===== config.mk =====
export PLATFORM = sky130hd
export DESIGN_NAME = window_addr_router
export DESIGN_NICKNAME = d
export VERILOG_FILES = /design/src/rtl/window_addr_router.sv
export SDC_FILE = /design/constraint.sdc
export NUM_CORES = 1
export LEC_CHECK = 0
export CORE_MARGIN = 5
export CORE_UTILIZATION = 64
export CTS_CLUSTER_DIAMETER = 30
export DETAILED_ROUTE_END_ITERATION = 6
export GPL_TIMING_DRIVEN = 0
export PLACE_DENSITY_LB_ADDON = 0.1
export SYNTH_ARGS = -nofsm -noshare
export SYNTH_HDL_FRONTEND = slang
export SYNTH_SLANG_ARGS = --single-unit

===== constraint.sdc =====
create_clock -name i_clk -period 4.4 [get_ports i_clk]
set_input_delay 0.44 -clock i_clk [delete_from_list [all_inputs] [get_ports i_clk]]
set_output_delay 0.44 -clock i_clk [all_outputs]
set_load 0.05 [all_outputs]

===== src/rtl/window_addr_router.sv =====
// Conv-window address router: walks a feature map in input SRAM (oy, ox, ky, kx, ch order)
// and streams the read words with window/frame tags through an output FIFO.
module window_addr_router #(
    parameter int ADDR_WIDTH = 8,
    parameter int DATA_WIDTH = 64,
    parameter int FIFO_DEPTH = 4
) (
    input  logic                  i_clk,
    input  logic                  i_nrst,
    input  logic                  i_reg_clear,
    input  logic                  i_start,
    input  logic [ADDR_WIDTH-1:0] i_start_addr,
    input  logic [ADDR_WIDTH-1:0] i_i_size,
    input  logic [ADDR_WIDTH-1:0] i_o_size,
    input  logic [ADDR_WIDTH-1:0] i_stride,
    input  logic [ADDR_WIDTH-1:0] i_k_size,
    input  logic [ADDR_WIDTH-1:0] i_ch_count,
    output logic                  o_sram_rd_en,
    output logic [ADDR_WIDTH-1:0] o_sram_addr,
    input  logic [DATA_WIDTH-1:0] i_sram_rd_data,
    output logic [DATA_WIDTH-1:0] o_data,
    output logic                  o_valid,
    input  logic                  i_ready,
    output logic                  o_win_last,
    output logic                  o_frame_last,
    output logic                  o_busy,
    output logic                  o_done,
    output logic                  o_cfg_err
);

    localparam int PW = $clog2(FIFO_DEPTH);
    localparam int CW = PW + 1;
    localparam int EW = DATA_WIDTH + 2;

    typedef enum logic [2:0] {
        S_IDLE  = 3'd0,
        S_RUN   = 3'd1,
        S_DRAIN = 3'd2,
        S_ERR   = 3'd3,
        S_DONE  = 3'd4
    } state_t;

    // Bounds are stored as max index; strides are pre-multiplied into word units.
    typedef struct packed {
        logic [ADDR_WIDTH-1:0] k_max;
        logic [ADDR_WIDTH-1:0] o_max;
        logic [ADDR_WIDTH-1:0] ch_max;
        logic [ADDR_WIDTH-1:0] ch_words;
        logic [ADDR_WIDTH-1:0] row_words;
        logic [ADDR_WIDTH-1:0] stride_words;
        logic [ADDR_WIDTH-1:0] line_step;
        logic                  err;
    } cfg_t;

    typedef struct packed {
        logic [ADDR_WIDTH-1:0] oy;
        logic [ADDR_WIDTH-1:0] ox;
        logic [ADDR_WIDTH-1:0] ky;
        logic [ADDR_WIDTH-1:0] kx;
        logic [ADDR_WIDTH-1:0] ch;
        logic [ADDR_WIDTH-1:0] line;
        logic [ADDR_WIDTH-1:0] win;
        logic [ADDR_WIDTH-1:0] row;
        logic [ADDR_WIDTH-1:0] pix;
        logic [ADDR_WIDTH-1:0] addr;
    } cnt_t;

    state_t          state_q, state_d;
    cfg_t            cfg_q, cfg_d;
    cnt_t            cnt_q, cnt_d;
    logic            inflight_q, inflight_d;
    logic            wl_pipe_q, wl_pipe_d;
    logic            fl_pipe_q, fl_pipe_d;
    logic [EW-1:0]   mem_q [FIFO_DEPTH];
    logic [EW-1:0]   mem_d [FIFO_DEPTH];
    logic [PW-1:0]   wr_ptr_q, wr_ptr_d;
    logic [PW-1:0]   rd_ptr_q, rd_ptr_d;
    logic [CW-1:0]   count_q, count_d;

    logic            rd_fire_s;
    logic            credit_ok_s;
    logic            wl_s;
    logic            fl_s;
    logic            push_s;
    logic            pop_s;

    assign credit_ok_s = (count_q + CW'(inflight_q)) < CW'(FIFO_DEPTH);
    assign wl_s = (cnt_q.ky == cfg_q.k_max) && (cnt_q.kx == cfg_q.k_max) &&
                  (cnt_q.ch == cfg_q.ch_max);
    assign fl_s = wl_s && (cnt_q.oy == cfg_q.o_max) && (cnt_q.ox == cfg_q.o_max);

    // Control FSM, config capture and incremental address walker.
    always_comb begin
        state_d   = state_q;
        cfg_d     = cfg_q;
        cnt_d     = cnt_q;
        rd_fire_s = 1'b0;
        case (state_q)
            S_IDLE: begin
                if (i_start) begin
                    cfg_d.k_max        = i_k_size - ADDR_WIDTH'(1);
                    cfg_d.o_max        = i_o_size - ADDR_WIDTH'(1);
                    cfg_d.ch_max       = i_ch_count - ADDR_WIDTH'(1);
                    cfg_d.ch_words     = i_ch_count;
                    cfg_d.row_words    = i_i_size * i_ch_count;
                    cfg_d.stride_words = i_stride * i_ch_count;
                    cfg_d.line_step    = i_stride * i_i_size * i_ch_count;
                    cfg_d.err          = (i_k_size == '0) || (i_stride == '0) ||
                                         (i_o_size == '0) || (i_ch_count == '0);
                    cnt_d      = '0;
                    cnt_d.line = i_start_addr;
                    cnt_d.win  = i_start_addr;
                    cnt_d.row  = i_start_addr;
                    cnt_d.pix  = i_start_addr;
                    cnt_d.addr = i_start_addr;
                    state_d    = cfg_d.err ? S_ERR : S_RUN;
                end else begin
                    state_d = S_IDLE;
                end
            end
            S_RUN: begin
                if (credit_ok_s) begin
                    rd_fire_s = 1'b1;
                    if (cnt_q.ch != cfg_q.ch_max) begin
                        cnt_d.ch   = cnt_q.ch + ADDR_WIDTH'(1);
                        cnt_d.addr = cnt_q.addr + ADDR_WIDTH'(1);
                    end else if (cnt_q.kx != cfg_q.k_max) begin
                        cnt_d.ch   = '0;
                        cnt_d.kx   = cnt_q.kx + ADDR_WIDTH'(1);
                        cnt_d.pix  = cnt_q.pix + cfg_q.ch_words;
                        cnt_d.addr = cnt_q.pix + cfg_q.ch_words;
                    end else if (cnt_q.ky != cfg_q.k_max) begin
                        cnt_d.ch   = '0;
                        cnt_d.kx   = '0;
                        cnt_d.ky   = cnt_q.ky + ADDR_WIDTH'(1);
                        cnt_d.row  = cnt_q.row + cfg_q.row_words;
                        cnt_d.pix  = cnt_q.row + cfg_q.row_words;
                        cnt_d.addr = cnt_q.row + cfg_q.row_words;
                    end else if (cnt_q.ox != cfg_q.o_max) begin
                        cnt_d.ch   = '0;
                        cnt_d.kx   = '0;
                        cnt_d.ky   = '0;
                        cnt_d.ox   = cnt_q.ox + ADDR_WIDTH'(1);
                        cnt_d.win  = cnt_q.win + cfg_q.stride_words;
                        cnt_d.row  = cnt_q.win + cfg_q.stride_words;
                        cnt_d.pix  = cnt_q.win + cfg_q.stride_words;
                        cnt_d.addr = cnt_q.win + cfg_q.stride_words;
                    end else if (cnt_q.oy != cfg_q.o_max) begin
                        cnt_d.ch   = '0;
                        cnt_d.kx   = '0;
                        cnt_d.ky   = '0;
                        cnt_d.ox   = '0;
                        cnt_d.oy   = cnt_q.oy + ADDR_WIDTH'(1);
                        cnt_d.line = cnt_q.line + cfg_q.line_step;
                        cnt_d.win  = cnt_q.line + cfg_q.line_step;
                        cnt_d.row  = cnt_q.line + cfg_q.line_step;
                        cnt_d.pix  = cnt_q.line + cfg_q.line_step;
                        cnt_d.addr = cnt_q.line + cfg_q.line_step;
                    end else begin
                        cnt_d   = '0;
                        state_d = S_DRAIN;
                    end
                end else begin
                    rd_fire_s = 1'b0;
                end
            end
            S_DRAIN: begin
                if ((count_q == '0) && !inflight_q) begin
                    state_d = S_DONE;
                end else begin
                    state_d = S_DRAIN;
                end
            end
            S_ERR:   state_d = S_DONE;
            S_DONE:  state_d = S_IDLE;
            default: state_d = S_IDLE;
        endcase
    end

    // Read pipeline tags and output FIFO bookkeeping.
    always_comb begin
        inflight_d = rd_fire_s;
        wl_pipe_d  = rd_fire_s & wl_s;
        fl_pipe_d  = rd_fire_s & fl_s;
        push_s     = inflight_q;
        pop_s      = (count_q != '0) && i_ready;
        mem_d      = mem_q;
        wr_ptr_d   = wr_ptr_q;
        rd_ptr_d   = rd_ptr_q;
        if (push_s) begin
            mem_d[wr_ptr_q] = {fl_pipe_q, wl_pipe_q, i_sram_rd_data};
            wr_ptr_d        = wr_ptr_q + PW'(1);
        end else begin
            wr_ptr_d = wr_ptr_q;
        end
        if (pop_s) begin
            rd_ptr_d = rd_ptr_q + PW'(1);
        end else begin
            rd_ptr_d = rd_ptr_q;
        end
        case ({push_s, pop_s})
            2'b10:   count_d = count_q + CW'(1);
            2'b01:   count_d = count_q - CW'(1);
            default: count_d = count_q;
        endcase
    end

    // State registers; the soft clear restores exactly the reset image.
    always_ff @(posedge i_clk or negedge i_nrst) begin
        if (!i_nrst) begin
            state_q    <= S_IDLE;
            cfg_q      <= '0;
            cnt_q      <= '0;
            inflight_q <= 1'b0;
            wl_pipe_q  <= 1'b0;
            fl_pipe_q  <= 1'b0;
            wr_ptr_q   <= '0;
            rd_ptr_q   <= '0;
            count_q    <= '0;
            for (int i = 0; i < FIFO_DEPTH; i++) mem_q[i] <= '0;
        end else if (i_reg_clear) begin
            state_q    <= S_IDLE;
            cfg_q      <= '0;
            cnt_q      <= '0;
            inflight_q <= 1'b0;
            wl_pipe_q  <= 1'b0;
            fl_pipe_q  <= 1'b0;
            wr_ptr_q   <= '0;
            rd_ptr_q   <= '0;
            count_q    <= '0;
            for (int i = 0; i < FIFO_DEPTH; i++) mem_q[i] <= '0;
        end else begin
            state_q    <= state_d;
            cfg_q      <= cfg_d;
            cnt_q      <= cnt_d;
            inflight_q <= inflight_d;
            wl_pipe_q  <= wl_pipe_d;
            fl_pipe_q  <= fl_pipe_d;
            wr_ptr_q   <= wr_ptr_d;
            rd_ptr_q   <= rd_ptr_d;
            count_q    <= count_d;
            for (int i = 0; i < FIFO_DEPTH; i++) mem_q[i] <= mem_d[i];
        end
    end

    // Head entry is masked when empty so stale FIFO contents never leak out.
    assign o_valid      = (count_q != '0);
    assign o_data       = o_valid ? mem_q[rd_ptr_q][DATA_WIDTH-1:0] : '0;
    assign o_win_last   = o_valid & mem_q[rd_ptr_q][DATA_WIDTH];
    assign o_frame_last = o_valid & mem_q[rd_ptr_q][DATA_WIDTH+1];
    assign o_sram_rd_en = rd_fire_s;
    assign o_sram_addr  = rd_fire_s ? cnt_q.addr : '0;
    assign o_busy       = (state_q == S_RUN) || (state_q == S_DRAIN) || (state_q == S_ERR);
    assign o_done       = (state_q == S_DONE);
    assign o_cfg_err    = (state_q == S_DONE) && cfg_q.err;

endmodule


==> impl_metrics.csv <==
group,metric,value,unit
status,status,"finished, violations left",
status,violations,"negative setup slack",
global_routing,grt_pass1_wl,126000,um
clock_tree,clock_latency,0.66,ns
sta,setup_slack,-1.22,ns
sta,min_period,5.62,ns
clock_tree,numCtsBuffers,95,
yosys,yosysWarnings,0,
global_routing,grt_max_degree,124,
power,seqPwrFrac,25.4,%
clock_tree,cts_tree,"yes",
sta,rsz0062_at_grt,"true",
clock_tree,htreeDepth,3,
power,switching_power,6.29,mW
sta,skew,0.0472,ns
yosys,synth_area_leader_cell,"dfrtp_1",
global_routing,met1_usage,44.8,%
yosys,synthCells,2786,
placement,place.gp.congestion,0.977,
sta,slew_violations,0,
sta,max_freq,178,MHz
clock_tree,path_clk_slew,0.05,ns
global_routing,top_usage_layer,"met2",
yosys,ys.flop_type,"dfrtp_1",
floorplan,die_width,208,um
power,power_leakage,13.8,nW
setup_path,required,4.95,ns
cells_and_area,seqCellArea,10400,um2
yosys,synth_edf_count,0,
yosys,syn_nets,3063,
global_routing,antenna_found_initial,2,
global_routing,grt_pass1_vias,24000,
route,routed_via_density,6.23,
global_routing,grt.total_usage,36.1,%
yosys,yosysSeqAreaShare,41.2,%
yosys,synth.distinct_cells,72,
power,max-vdd-ir-drop,0.499,mV
placement,place_hpwl,54000,um
setup_path,arrival,6.17,ns
min_path,hold_path_class,"in2reg",
floorplan,initial_utilization,64.9,%
cells_and_area,postLayoutCoreUtil,81.9,%
cells_and_area,nFillCells,2327,
placement,dp.cells,3497,
clock_tree,cts_buffer_depth,3,
power,pwr-share-comb,32.8,%
global_routing,use_met3,7.37,%
yosys,synthesis.area,25200,um2
cells_and_area,nets,3370,
placement,portBuffers,190,
sta,setup_viol,4,
floorplan,ios,196,
yosys,synthArstFlopShare,100,%
setup_path,path_class,"in2reg",
sta,slew_headroom,37.0,%
yosys,syn_area_per_cell,9.03,um2
floorplan,core-area,38700,um2
route,vias,23000,
global_routing,grt_overflow_total,0,
sta,worstMarginPinSlew,0.942,ns
route,dr.pass1.iters,5,
route,routed_wl,79800,um
setup_path,cp-start-kind,"input port",
setup_path,critPathMaxFanout,5,
clock_tree,cts.sinks,414,
setup_path,endpoint_kind,"flop",
job,cap_violations,0,
power,p_clk_share,41.8,%
power,switching_share,35.4,%
clock_tree,cts_root_buf,"clkbuf_16",
floorplan,row_count,72,
global_routing,gr-usage-met2,59.7,%
power,p_per_area,560,nW/um2
yosys,ys_ff_latch,414,
power,intPower,11.5,mW
cells_and_area,multi_input_area,14000,um2
sta,fin_crit_sh,128,%
route,drc,0,
route,wire_per_inst,21.6,um
cells_and_area,layout.cells.non_filler,3692,
yosys,synth.top_cell.area_share,41.2,%
floorplan,die_h,208,um
sta,hold_viol_final,0,
cells_and_area,drive_gt1_share,11.7,%
cells_and_area,area_growth,26.1,%
route,ant_nets,0,
floorplan,die_area,43400,um2
yosys,ys_top_cells_by_area,"dfrtp_1 (41%), nand2_1 (11%), a21oi_1 (6.9%)",
route,drtIter0Drc,2430,
cells_and_area,antenna_cells,0,
==> cell families after synthesis <==
family	count (synthesis)	share of synthesized area (%)
xor gates and xnor gates	161	5.82
and+or+nand+nor	1151	20.1
AOI/OAI and AO/OA	554	12.8
DFF	414	41.2
adders and majority gates	160	9.54
buffers and inverters	271	4.26
muxes	75	6.28
==> state kept, by name, summed over array words and instances, names as in the netlist <==
register	cells
cfg_q	57
count_q	3
rd_ptr_q	2
wl_pipe_q	1
fl_pipe_q	1
inflight_q	1
state_q	3
wr_ptr_q	2
mem_q	264
cnt_q	80
==> repair_timing <==
item,in CTS,in global routing
setup buffers,13,7
pin swaps,34,33
resized for setup,75,28
hold buffers,1,0
endpoints found under the setup margin,6,6
endpoints found under the hold margin,88,0
==> area by class of cell <==
class                           instances  share of cell area [%]
Timing Repair Buffer                  213                    6.77
Inverter                               91                    1.08
Buffer                                177                    2.47
Clock buffer                          111                    8.03
Sequential cell                       414                    32.7
Multi-Input combinational cell       2101                    44.1
Tap cell                              518                    2.04
Clock inverter                         67                    2.82
==> synth_stat cells, drive strengths merged, types with 4 or more instances <==
cell      n
nand2   728
dfrtp   414
a21oi   350
and2    155
clkbuf  125
nor2    124
ha      107
xnor2   105
inv      91
mux4     66
buf      55
o21ai    55
fa       53
xor2     52
a211oi   33
nand3    31
and3     29
a21o     24
o31ai    24
nor3     23
nand4    17
nor4     11
o21bai   10
a31oi     8
or3       8
mux2i     7
nand2b    7
o21a      7
o22ai     7
o211ai    5
xnor3     4
==> power by group through the flow <==
| stage | sequential (mW) | combinational [mW] | clock, mW |
|---|---|---|---|
| 6_report | 4.51 | 5.82 | 7.43 |
| 5_1_grt | 4.54 | 6.27 | 7.67 |
| 4_1_cts | 4.50 | 5.55 | 7.43 |
| 3_5_place_dp | 4.54 | 5.32 | 0 |
| 3_3_place_gp | 4.54 | 5.17 | 0 |
| 2_1_floorplan | 4.43 | 3.75 | 0 |
==> per-stage QoR <==
step	TNS [ns]	instance area, um2	power (mW)	setup slack (ns)	hold slack, ns
3_3_place_gp	-6185.73	27800	9.71	-14.97	0.469
3_5_place_dp	-11.36	27900	9.86	-2.64	0.476
2_1_floorplan	-3.08	25300	8.18	-1.48	0.144
6_report	-2.36	31700	17.8	-1.22	0.217
5_1_grt	-2.79	31700	18.5	-1.30	0.203
4_1_cts	-2.02	31600	17.5	-1.21	0.182
==> final timing paths <==
check,start,endpoint,slack (ns),depth (start not counted)
max,i_stride[0],cfg_q[8],-1.22,24
min,i_ch_count[6],cfg_q[31],0.22,3
max reg2reg,state_q[2],cnt_q[66],1.46,8
min reg2reg,cnt_q[35],cnt_q[35],0.49,2
max in group asynchronous,i_nrst,cnt_q[60],2.44,4
min in group asynchronous,i_nrst,mem_q[126],0.44,2
==> layer usage <==
| layer | wire, um | share of wire, % | vias to the layer above |
|---|---|---|---|
| li1 | - | - | 10100 |
| met4 | 4100 | 5.1 | 4 |
| met5 | 27 | 0.034 | - |
| met3 | 6930 | 8.7 | 281 |
| met2 | 39000 | 49 | 1331 |
| met1 | 29700 | 37 | 11300 |
==> placed cells by master (no fill, tap or decap), drive strengths merged, types with 15 or more instances in the layout <==
master           n
inv             92
xor2            52
ha             107
o31ai           24
clkbuf         231
a21oi          350
and3            29
xnor2          105
clkdlybuf4s50  177
o21ai           55
mux4            66
dfrtp          414
nor3            23
nand4           17
nand3           31
fa              53
and2           155
clkinv          37
a21o            24
nor2           124
buf             88
a211oi          33
nand2          728
clkinvlp        15
==> worst max-delay path: stages <==
cell and delay (ns):
buf_12 0.11, buf_8 0.11, and2_4 0.13, ha_4 0.15
fa_1 0.43, ha_1 0.30, inv_2 0.04, fa_2 0.56
fa_2 0.48, nand2b_4 0.17, fa_1 0.50, inv_2 0.05
ha_4 0.25, inv_2 0.03, fa_1 0.48, fa_1 0.56
inv_2 0.05, ha_4 0.22, a21oi_4 0.17, xnor2_2 0.09
xnor2_2 0.24, xnor2_2 0.15, xnor3_1 0.26, a211oi_2 0.17
Note: power is estimated with default switching activity, not from simulation.
